$ cat src/rtl/bios_loader_ctrl.sv
// UART program-download sequencer for the BIOS RAM: parses MAGIC/LEN/data/CSUM
// frames and emits one RAM write per 16-bit word, then releases the RAM via pg_done.
module bios_loader_ctrl #(
    parameter logic [15:0] ADDR_BASE   = 16'h0000,
    parameter logic [7:0]  MAGIC       = 8'hA5,
    parameter int unsigned TIMEOUT_CYC = 10_000_000
) (
    input  logic        pg_clk_i,
    input  logic        pg_rst_n_i,
    input  logic [7:0]  rx_data_i,
    input  logic        rx_valid_i,
    input  logic        rx_ferr_i,
    output logic        pg_wen,
    output logic [15:0] pg_adr,
    output logic [15:0] pg_din,
    output logic        pg_done,
    output logic        pg_err,
    output logic        pg_busy
);

    typedef enum logic [2:0] {
        ST_IDLE, ST_LEN_LO, ST_LEN_HI, ST_DAT_LO, ST_DAT_HI, ST_CSUM, ST_DONE, ST_ERR
    } state_t;

    localparam logic [23:0] TIMER_LAST = 24'(TIMEOUT_CYC - 1);

    state_t      state_reg, state_next;
    logic [15:0] len_reg;
    logic [15:0] widx_reg;
    logic [7:0]  lo_reg;
    logic [7:0]  csum_reg;
    logic [23:0] timer_reg;
    logic        wen_reg;
    logic [15:0] adr_reg;
    logic [15:0] din_reg;

    // A byte flagged with a framing error is never used as data.
    logic        byte_ok;
    logic        timeout;
    logic [16:0] widx_plus1;
    logic [15:0] len_full;

    assign byte_ok    = rx_valid_i && !rx_ferr_i;
    assign timeout    = pg_busy && !rx_valid_i && (timer_reg == TIMER_LAST);
    assign widx_plus1 = {1'b0, widx_reg} + 17'd1;
    assign len_full   = {rx_data_i, len_reg[7:0]};

    always_ff @(posedge pg_clk_i or negedge pg_rst_n_i) begin
        if (!pg_rst_n_i) state_reg <= ST_IDLE;
        else             state_reg <= state_next;
    end

    always_comb begin
        state_next = state_reg;
        if (pg_busy && (rx_ferr_i || timeout)) begin
            state_next = ST_ERR;
        end else if (byte_ok) begin
            case (state_reg)
                ST_IDLE, ST_ERR: if (rx_data_i == MAGIC) state_next = ST_LEN_LO;
                ST_LEN_LO:       state_next = ST_LEN_HI;
                ST_LEN_HI:       state_next = (len_full != 16'd0) ? ST_DAT_LO : ST_CSUM;
                ST_DAT_LO:       state_next = ST_DAT_HI;
                ST_DAT_HI:       state_next = (widx_plus1 < {1'b0, len_reg}) ? ST_DAT_LO : ST_CSUM;
                ST_CSUM:         state_next = (rx_data_i == csum_reg) ? ST_DONE : ST_ERR;
                default:         state_next = state_reg;
            endcase
        end
    end

    always_comb begin
        pg_busy = 1'b1;
        pg_done = 1'b0;
        pg_err  = 1'b0;
        case (state_reg)
            ST_IDLE: pg_busy = 1'b0;
            ST_DONE: begin pg_busy = 1'b0; pg_done = 1'b1; end
            ST_ERR:  begin pg_busy = 1'b0; pg_err  = 1'b1; end
            default: pg_busy = 1'b1;
        endcase
    end

    // Datapath: the write is registered so it lands exactly one cycle after the high byte.
    always_ff @(posedge pg_clk_i or negedge pg_rst_n_i) begin
        if (!pg_rst_n_i) begin
            len_reg   <= '0;
            widx_reg  <= '0;
            lo_reg    <= '0;
            csum_reg  <= '0;
            timer_reg <= '0;
            wen_reg   <= 1'b0;
            adr_reg   <= '0;
            din_reg   <= '0;
        end else begin
            wen_reg <= 1'b0;
            if (rx_valid_i || (state_next != state_reg) || !pg_busy) timer_reg <= '0;
            else                                                     timer_reg <= timer_reg + 24'd1;
            if (byte_ok && !(pg_busy && rx_ferr_i)) begin
                case (state_reg)
                    ST_IDLE, ST_ERR: begin
                        if (rx_data_i == MAGIC) begin
                            widx_reg <= '0;
                            csum_reg <= '0;
                        end
                    end
                    ST_LEN_LO: len_reg[7:0]  <= rx_data_i;
                    ST_LEN_HI: len_reg[15:8] <= rx_data_i;
                    ST_DAT_LO: begin
                        lo_reg   <= rx_data_i;
                        csum_reg <= csum_reg + rx_data_i;
                    end
                    ST_DAT_HI: begin
                        csum_reg <= csum_reg + rx_data_i;
                        widx_reg <= widx_reg + 16'd1;
                        wen_reg  <= 1'b1;
                        adr_reg  <= ADDR_BASE + widx_reg;
                        din_reg  <= {rx_data_i, lo_reg};
                    end
                    default: ;
                endcase
            end
        end
    end

    assign pg_wen = wen_reg;
    assign pg_adr = adr_reg;
    assign pg_din = din_reg;

endmodule

$ cat config.mk
export PLATFORM = sky130hd
export DESIGN_NAME = bios_loader_ctrl
export DESIGN_NICKNAME = d
export VERILOG_FILES = /design/src/rtl/bios_loader_ctrl.sv
export SDC_FILE = /design/constraint.sdc
export NUM_CORES = 1
export LEC_CHECK = 0
export ABC_AREA = 0
export CAP_MARGIN = 20
export CORE_MARGIN = 1
export CORE_UTILIZATION = 50
export CTS_CLUSTER_DIAMETER = 40
export DETAILED_ROUTE_END_ITERATION = 8
export MAX_ROUTING_LAYER = met4
export PLACE_DENSITY = 0.71
export SYNTH_ARGS = -nofsm -noshare
export SYNTH_HDL_FRONTEND = slang
export SYNTH_SLANG_ARGS = --single-unit
$ cat constraint.sdc
create_clock -name pg_clk_i -period 5.45 [get_ports pg_clk_i]
set_input_delay 1.3625 -clock pg_clk_i [delete_from_list [all_inputs] [get_ports pg_clk_i]]
set_output_delay 1.3625 -clock pg_clk_i [all_outputs]
set_load 0.05 [all_outputs]
# Word level (Yosys, flattened, before mapping)
# Cells that the tools add are included.
# W data, S select, Z words.
# op_classes
n_addsub	4
magnitude_cmp	1
eq_ne	12
n_mux	17
reduce_logical	25
# ops
cell	n
$pmux W16 S2	1
$add A24 B1 Y24 const B	1
$eq A24 B24 Y1 const B	1
$mux W24	1
$pmux W3 S6	1
$add A16 B1 Y17 const B	1
$lt A17 B16 Y1	1
$add A16 B1 Y16 const B	1
$mux W16	1
$pmux W8 S2	1
$reduce_bool A16 Y1	1
$mux W3	5
$eq A3 B3 Y1 const B	4
$add A8 B8 Y8	1
$eq A8 B8 Y1	1
$eq A8 B8 Y1 const B	1
$mux W8	1
$reduce_and A2 Y1	4
$eq A3 B2 Y1 const B	2
$logic_and A1 B1 Y1	6
$mux W1	6
$reduce_and A3 Y1	2
$reduce_bool A2 Y1	2
$reduce_or A2 Y1	2
other kinds (7)	11
# word_totals
ff_bits	108
in_bits	12
out_inout_bits	36
word_cells	69

# Depth between registers and ports, before layout
# Gate-level depths: netlist of run 1.
# depth
depth_word	12
mapped_depth	14
mapped_depth_nobuf	12

# Worst setup path after synthesis of run 1
# No wires, ideal clock.
# synth_path
kind	reg2out
from	register state_reg[2]
to	output port pg_done
arrival_time_ns	1.577
t_required_ns	4.088
setup_slack_ns	2.511
stages_incl_launch_ff	5
n_path_buf	2
cell_sequence	dfrtp_1 clkbuf_1 clkbuf_1 nand2_1 nor2_1
# synth_via
elab_chain_len	2
# synth_rtl
element	line_no	source
start, declared	27	state_t state_reg, state_next;
start signal, assigned	50	else state_reg <= state_next;
$eq A3 B3 Y1	74	case (state_reg)
$mux W1	74	
end, declared	16	output logic pg_done,
# Every way passes these cells.

# Worst setup path in the final report of run 1
# layout_path
from	register state_reg[2]
to	output port pg_busy
# layout_via
elab_chain_len	3
elab_cells_between_ends	5
classes_between	2 x eq/ne; 1 x mux; 2 x reduce/logical
# layout_rtl
element	line_no	source
$eq A3 B3 Y1 / $logic_not A3 Y1 (equally long branches)	74	
$reduce_or A3 Y1 (no source line) (*)	--	
$mux W1 (*)	74	
end, declared	18	output logic pg_busy
# Every way passes the cells marked *; elsewhere a longest branch is shown, timed or not.

==> results.json, run 1 <==
{
  "power_density_nw_per_um2": 334,
  "place_area_um2": 6110,
  "cts_tree": "done",
  "drt_first_pass_iters": 8,
  "synthesis.nets": 623,
  "ys_seq_area_share_pct": 48.5,
  "drtAntennaViolNets": 0,
  "worst_hold_slack_ns": 0.480,
  "multi_input_area_um2": 2650,
  "cts.clk_slew.worst_paths_ns": 0.10,
  "synth_most_common_cell": "nand2_1",
  "fillers": 941,
  "hold_path_class": "reg2reg",
  "maxSlewViolCount": 0,
  "routed_wl_mm": 11.7,
  "hpwl_mm": 8.22,
  "synth_ff_type": "dfrtp_1",
  "hold_buffers": 0,
  "worst_pin_slew_ns": 0.855,
  "finalClockSkew_ns": 0.00933,
  "insertedDiodeCount": 0,
  "synth_largest_area_cell": "dfrtp_1",
  "setup_viol": 0,
  "initial_utilization_pct": 51.4,
  "antenna_found_initial": 0,
  "grt.total_usage_pct": 22.6,
  "cts_resized": 0,
  "dp_cells": 751,
  "grt_pass1_vias": 4089,
  "startpoint_type": "flop",
  "nets": 659,
  "peakVddDrop_v": 0.000256,
  "largest_register_ffs": 24,
  "status": "finished, violations left",
  "core_area_um2": 10800,
  "relSlewSlack_pct": 43.0,
  "violations": "design-rule violations",
  "yosys-top-cells-area": "dfrtp_1 49%, nand2_1 9.0%, ha_1 5.4%",
  "avgSynthCellArea_um2": 9.50,
  "rsz0062_at_grt": "no",
  "netlist-cell-type-count": 57,
  "ys_async_sr_fraction_pct": 100,
  "cp_data_arrival_time_ns": 2.24,
  "synth_commonest_cells": "133 x nand2_1, 108 x dfrtp_1, 38 x nor2_1, 32 x o21ai_0",
  "area_delta_synth_final_pct": 13.6,
  "cts_max_level": 3,
  "fp-row-count": 38,
  "drtIter0Drc": 318,
  "gr-total-overflow": 0,
  "die_h_um": 108,
  "clk_latency_ns": 0.38,
  "layout.cells.non_filler": 767,
  "synth_warnings": 0,
  "cts_buffers": 9,
  "fin_crit_sh_pct": 66.0,
  "synth_top_area_share_pct": 48.5,
  "grt_max_degree": 70,
  "path_class": "reg2out",
  "ios": 48,
  "regArea_um2": 2700,
  "drive_gt1_share_pct": 9.25,
  "drv_cap": 0,
  "clock_tree.buffer_depth": 2,
  "portBuffers": 47,
  "hold_viol": 0,
  "finalCriticalPeriod_ns": 3.60,
  "stdcell_area_um2": 6330,
  "p_leak_nw": 2.91,
  "gp_congestion": 0.797,
  "setup_tns_ns": 0,
  "wl_per_cell_um": 15.2,
  "drcViolationCount": 2,
  "dieArea_um2": 11600,
  "die-width_um": 108,
  "vias": 4221,
  "grt_pass1_wl_mm": 19.7,
  "synth_edf_count": 0,
  "clock-sinks": 108,
  "routed_via_density": 5.50,
  "syn_inst": 586,
  "clockRootBuffer": "clkbuf_8",
  "cts_setup_buffers": 0,
  "synth_seq_cells": 108,
  "fmax_mhz": 278,
  "total_power_mw": 2.12,
  "cp_max_fo": 16,
  "cp-end-kind": "primary output",
  "crit_required_ns": 4.09,
  "synth_area_um2": 5570
}
==> worst max-delay path: stages, from the launching register on <==
cell and delay, ns:
dfrtp_1 0.67, nor3_1 0.12, a21oi_1 0.21, clkdlybuf4s50_1 0.84
==> through the flow <==
step           utilization, %  setup WS, ns
5_1_grt                  58.4          1.68
6_report                 58.4          1.85
3_5_place_dp             56.4          1.53
4_1_cts                  58.4          1.85
3_3_place_gp             56.4          1.59
2_1_floorplan               -          2.51
==> routing by layer <==
layer | part of all wire, % | track usage [%] | vias to the layer above
met5 | 0 | - | -
met4 | 1.9 | 7.53 | 0
met3 | 4.0 | 5.45 | 18
met2 | 48 | 35.4 | 83
met1 | 46 | 28.8 | 2043
li1 | - | - | 2077
==> final timing paths <==
check	startpoint	endpoint	slack, ns	cells after the start
worst max-delay path	state_reg[2]	pg_busy	1.85	3
worst min-delay path	pg_adr[9]	pg_adr[9]	0.48	2
worst max register to register	widx_reg[0]	state_reg[1]	2.03	12
worst min register to register	pg_adr[9]	pg_adr[9]	0.48	2
max in group asynchronous	pg_rst_n_i	len_reg[11]	3.32	2
min in group asynchronous	pg_rst_n_i	widx_reg[13]	1.09	1
==> cells in the final DEF (no fill, tap or decap), types with 2 or more instances in the layout <==
cell type        count
nand2_1            133
dfrtp_1            108
clkdlybuf4s50_1     46
nor2_1              38
o21ai_0             32
inv_1               24
ha_1                24
xor2_1              20
nand3_1             19
xnor2_1             18
mux2_2              16
a21oi_1             14
clkbuf_8            12
nor3_1              10
nor2_2              10
a22o_1              10
nand4_1              8
and3_1               7
nor4_1               7
o31ai_1              7
and4_1               5
buf_4                5
and2_1               4
a31oi_1              4
or2_2                3
a21o_1               3
or3_1                2
nor2b_1              2
nor4bb_1             2
nor4b_1              2
o41ai_1              2
a211oi_2             2
==> kinds of logic after synthesis <==
family | count (synthesis) | synth area share [%]
AND/OR/NAND/NOR | 259 | 21.6
flip-flops | 108 | 48.5
AO/OA/AOI/OAI | 89 | 11.0
buffers and inverters | 51 | 3.98
XOR/XNOR | 38 | 5.98
adder cells (fa/ha/maj) | 25 | 5.75
multiplexers | 16 | 3.24
==> power breakdown <==
part | switching [mW] | internal [mW] | total [mW]
Clock | 0.267 | 0.251 | 0.518
Sequential | 0.0844 | 0.916 | 1.00
Combinational | 0.372 | 0.225 | 0.597
Total | 0.724 | 1.39 | 2.12
==> cell type report <==
cell class,count,share of cell area [%]
clock buffers,13,2.67
clock inverters,3,0.692
inverters,25,1.48
multi-input cells,427,41.8
flip-flops and latches,108,42.7
well taps,140,2.77
repair buffers,51,7.87
Note: power is estimated with default switching activity, not from simulation.
==> run 2, diff against run 1 <==
- clock period: 5.45 -> 3.7 ns (I/O delays scaled with it)
==> results.json, run 2 (synthesis gave the netlist of run 1 again) <==
{
  "hold_viol": 0,
  "maxSlewViolCount": 0,
  "dieArea_um2": 11600,
  "r2r_cells": 12,
  "final_cell_mix": "133 x nand2_1, 108 x dfrtp_1, 46 x clkdlybuf4s50_1, 38 x nor2_1, 32 x o21ai_0",
  "clock_tree.buffer_depth": 2,
  "cp-end-kind": "flop",
  "core_area_um2": 10800,
  "gr-total-overflow": 0,
  "cp_max_fo": 7,
  "drtIter0Drc": 247,
  "setup_tns_ns": 0,
  "antenna_found_initial": 0,
  "vias": 4213,
  "cts.clk_slew.worst_paths_ns": 0.10,
  "power_density_nw_per_um2": 505,
  "cts_buffers": 9,
  "layout_commonest_cell": "nand2_1",
  "fmax_mhz": 303,
  "peakVddDrop_v": 0.000289,
  "drt_first_pass_iters": 6,
  "status": "finished, violations left",
  "violations": "design-rule violations",
  "insertedDiodeCount": 0,
  "relSlewSlack_pct": 62.8,
  "die-width_um": 108,
  "portBuffers": 47,
  "drcViolationCount": 2,
  "clockRootBuffer": "clkbuf_8",
  "cts_max_level": 3,
  "wl_per_cell_um": 15.4,
  "final_util_pct": 59.3,
  "crit_required_ns": 3.97,
  "setup_viol": 0,
  "drv_cap": 0,
  "ios": 48,
  "die_h_um": 108,
  "cp_data_arrival_time_ns": 3.56,
  "p_leak_nw": 2.96,
  "initial_utilization_pct": 51.4,
  "nets": 664,
  "pre_cts_ws_ns": 0.368,
  "grt_pass1_wl_mm": 20.5,
  "drive_gt1_share_pct": 10.1,
  "largest_register_ffs": 24,
  "cts_tree": "done",
  "clk_latency_ns": 0.38,
  "setup_slack_ns": 0.404,
  "hold_buffers": 0,
  "rsz0062_at_grt": "no",
  "path_class": "reg2reg",
  "routed_wl_mm": 11.9,
  "cts_setup_buffers": 0,
  "finalClockSkew_ns": 0.0140,
  "fin_crit_sh_pct": 89.1,
  "cts_resized": 0,
  "drtAntennaViolNets": 0,
  "hpwl_mm": 8.49,
  "grt_pass1_vias": 4220,
  "area_delta_synth_final_pct": 15.3,
  "routed_via_density": 5.46,
  "gp_congestion": 0.871,
  "startpoint_type": "flop",
  "hold_path_class": "reg2reg",
  "fillers": 955,
  "clock-sinks": 108,
  "grt.total_usage_pct": 23.3,
  "fp-row-count": 38,
  "grt_max_degree": 73,
  "worst_pin_slew_ns": 0.559,
  "finalCriticalPeriod_ns": 3.30,
  "holdPathStages": 1
}
## run 2: changes by cell type in the layout (fill, tap and decap cells not counted), sizes merged
| cell | previous run | this run |
|---|---|---|
| clkbuf | 13 | 11 |
| bufinv | 1 | 3 |
| buf | 5 | 10 |
## run 2: area by class of cell
cell class                 count  area (um2)  share of cell area, %
timing repair buffer          56         548                   8.53
clock buffer                  11         151                   2.36
inverter                      25        93.8                   1.46
tap                          140         175                   2.73
clock inverter                 5         108                   1.68
sequential                   108        2700                   42.1
multi-input combinational    427        2650                   41.2
## run 2: stage by stage
| step | cell area, um2 | hold slack [ns] | instances | total power [mW] |
|---|---|---|---|---|
| floorplan | 5570 | 0.435 | 586 | 2.09 |
| global placement | 6160 | 0.446 | 756 | 2.36 |
| detailed placement | 6160 | 0.457 | 756 | 2.38 |
| CTS | 6420 | 0.473 | 772 | 3.27 |
| global route | 6420 | 0.496 | 772 | 3.43 |
| finish | 6420 | 0.469 | 772 | 3.24 |
## run 2: where the power goes
group	total, mW	switching [mW]	internal (mW)
registers	1.47	0.125	1.35
logic	0.885	0.550	0.335
clock network	0.885	0.397	0.489
total	3.24	1.07	2.17
## run 2: worst paths after layout
path / start / end / slack (ns)
worst max-delay path: widx_reg[0] / state_reg[1] / 0.40
worst min-delay path: timer_reg[0] / timer_reg[0] / 0.47
worst max register to register: widx_reg[0] / state_reg[1] / 0.40
worst min register to register: timer_reg[0] / timer_reg[0] / 0.47
max in group asynchronous: pg_rst_n_i / csum_reg[2] / 2.46
min in group asynchronous: pg_rst_n_i / widx_reg[7] / 0.50
## run 2: routing by layer
layer,GRT usage [%],vias to the layer above,wire length [um]
li1,-,2084,-
met1,30.9,2058,5550
met2,36.2,55,5820
met3,2.66,16,262
met4,10.3,0,237
met5,-,-,0
## run 2: critical path, stage by stage, from the launching register on
cell and delay [ns]:
dfrtp_1 0.46, ha_1 0.29, nand4_1 0.21, or3_1 0.50, nor2_1 0.16, xor2_1 0.21, ha_1 0.30, nand3_1 0.09
nor3_1 0.06, a221oi_1 0.26, o21ai_0 0.18, o21a_1 0.22, o41ai_1 0.24
==> run 3, diff against run 2 <==
- CELL_PAD_IN_SITES_DETAIL_PLACEMENT: not set -> 2
- CELL_PAD_IN_SITES_GLOBAL_PLACEMENT: not set -> 2
- CORE_UTILIZATION: 50 -> 30
- PLACE_DENSITY: 0.71 -> not set
- PLACE_DENSITY_LB_ADDON: not set -> 0.1
- TNS_END_PERCENT: not set -> 5
==> results.json, run 3 (synthesis gave the netlist of run 1 again) <==
{
  "status": "finished, violations left",
  "violations": "design-rule violations",
  "path_class": "reg2reg",
  "cp_top_family": "simple AND/OR/NAND/NOR gates",
  "drtIter0Drc": 141,
  "drcViolationCount": 7,
  "cts_buffers": 9,
  "crit_start": "widx_reg[0]",
  "sequentialPowerShare_pct": 45.0,
  "hold_viol": 0,
  "grt_pass1_wl_mm": 26.4,
  "peakVddDrop_v": 0.000246,
  "relSlewSlack_pct": 56.5,
  "p_clk_share_pct": 27.3,
  "fillers": 1979,
  "setup_viol": 0,
  "worstReg2RegEnd": "state_reg[1]",
  "cp.depth": 12,
  "comb_power_share_pct": 27.7,
  "routed_wl_mm": 15.7,
  "insertedDiodeCount": 0,
  "finalClockSkew_ns": 0.00909,
  "r2r_cells": 12,
  "core_area_um2": 18100,
  "crit_slowest_cell": "or3_1",
  "worst_pin_slew_ns": 0.652,
  "critical-path-max-stage-delay_ns": 0.48,
  "clk_latency_ns": 0.36,
  "fmax_mhz": 299,
  "routed_via_density": 5.05,
  "initial_utilization_pct": 30.8,
  "p_int_mw": 2.14,
  "crit_path_end": "state_reg[1]",
  "place_area_um2": 6340,
  "hpwl_mm": 11.5,
  "crit_required_ns": 3.93,
  "dieArea_um2": 19100,
  "cts_max_level": 3,
  "cts.clk_slew.worst_paths_ns": 0.07,
  "multi_input_area_um2": 2650,
  "dp_cells": 852,
  "cts_setup_buffers": 0,
  "cp_data_arrival_time_ns": 3.58,
  "final_cell_mix": "133 x nand2_1, 108 x dfrtp_1, 46 x clkdlybuf4s50_1, 38 x nor2_1, 32 x o21ai_0",
  "stdcell_area_um2": 6600,
  "path_buf_inv": 0,
  "gp_congestion": 0.775,
  "nets": 671,
  "fin_crit_sh_pct": 90.5,
  "layout.cells.non_filler": 867,
  "p_leak_nw": 3.00,
  "setup_slack_ns": 0.353,
  "drtAntennaViolNets": 0,
  "cp_max_fo": 7,
  "gr-total-overflow": 0,
  "antenna_found_initial": 0,
  "vias": 4378,
  "cts_tree": "done",
  "critical_path.cell_chain": "ha_1, nand4_1, or3_1, nor2_1, xor2_1, ha_1, nand3_1, nor3_1, a221oi_1, o21ai_0, o21a_1, o41ai_1",
  "timing.rr.start": "widx_reg[0]",
  "drv_cap": 0,
  "ios": 48,
  "maxSlewViolCount": 0,
  "clock_tree.buffer_depth": 2,
  "power_density_nw_per_um2": 498,
  "fp-row-count": 49,
  "rsz0062_at_grt": "no",
  "die-width_um": 138,
  "cp-end-kind": "flop",
  "hold_buffers": 0,
  "largest_register_ffs": 24,
  "drive_gt1_share_pct": 10.7,
  "clockRootBuffer": "clkbuf_16",
  "crit_top_cell": "ha_1",
  "setup_tns_ns": 0,
  "wl_per_cell_um": 18.1,
  "grt.total_usage_pct": 18.2,
  "startpoint_type": "flop",
  "grt_pass1_vias": 4918,
  "switching_share_pct": 34.8,
  "cts_resized": 0,
  "hold_path_class": "reg2reg",
  "area_delta_synth_final_pct": 18.5,
  "pre_cts_ws_ns": 0.282,
  "switchingPower_mw": 1.14,
  "drt_first_pass_iters": 6,
  "regArea_um2": 2700,
  "grt_max_degree": 78,
  "total_power_mw": 3.29,
  "layout_commonest_cell": "nand2_1",
  "finalCriticalPeriod_ns": 3.35,
  "ff2ff_setup_slack_ns": 0.35,
  "hold_start": "timer_reg[0]",
  "die_h_um": 138,
  "clock-sinks": 108,
  "portBuffers": 47
}
[run 3: changes by cell type in the layout (fill, tap and decap cells not counted)]
cell / change
buf_12: +1
buf_4: +6
bufinv_16: -3
clkbuf_1: +2
clkbuf_16: +9
clkbuf_8: -11
clkinv_2: +2
clkinv_4: -2
clkinvlp_4: +1
inv_6: +1
[run 3: layout make-up]
cell class              instances  share of cell area [%]
flip-flops and latches        108                    40.9
well taps                     229                    4.34
multi-input cells             427                    40.1
inverters                      25                    1.42
clock inverters                 4                   0.398
clock buffers                  11                    3.53
repair buffers                 63                    9.29
[run 3: power by group through the flow]
| stage | clock, mW | sequential [mW] | combinational [mW] |
|---|---|---|---|
| detailed placement | 0 | 1.51 | 0.918 |
| global route | 0.975 | 1.51 | 0.996 |
| CTS | 0.945 | 1.49 | 0.926 |
| floorplan | 0 | 1.63 | 0.455 |
| global placement | 0 | 1.49 | 0.893 |
| finish | 0.899 | 1.48 | 0.909 |
[run 3: how the worst min path moves through the flow]
stage | to | depth (start not counted) | slack (ns)
after detailed placement | pg_din[5] | 2 | 0.47
final | timer_reg[0] | 1 | 0.47
after global routing | timer_reg[0] | 1 | 0.49
after global placement | timer_reg[0] | 1 | 0.45
after floorplan | pg_din[0] | 2 | 0.43
after CTS | timer_reg[0] | 1 | 0.48
[run 3: metrics by stage]
| step | hold slack, ns | utilization [%] |
|---|---|---|
| after floorplan | 0.435 | - |
| after global placement | 0.450 | 35.1 |
| after detailed placement | 0.466 | 35.1 |
| after CTS | 0.479 | 36.5 |
| after global routing | 0.490 | 36.5 |
| final | 0.471 | 36.5 |
[run 3: layer usage]
layer  global-route usage (%)  wire length [um]
met2                     31.6              7970
met4                     4.08               148
met1                     21.9              7270
met3                     3.26               290
met5                        -                 0
[run 3: worst reg2reg max path: cells and delay by family (launching register included)]
family | cells | cell delay [ns]
xor gates and xnor gates | 1 | 0.22
AOI/OAI and AO/OA | 4 | 0.92
adders and majority gates | 2 | 0.59
and+or+nand+nor | 5 | 1.03
DFF | 1 | 0.46
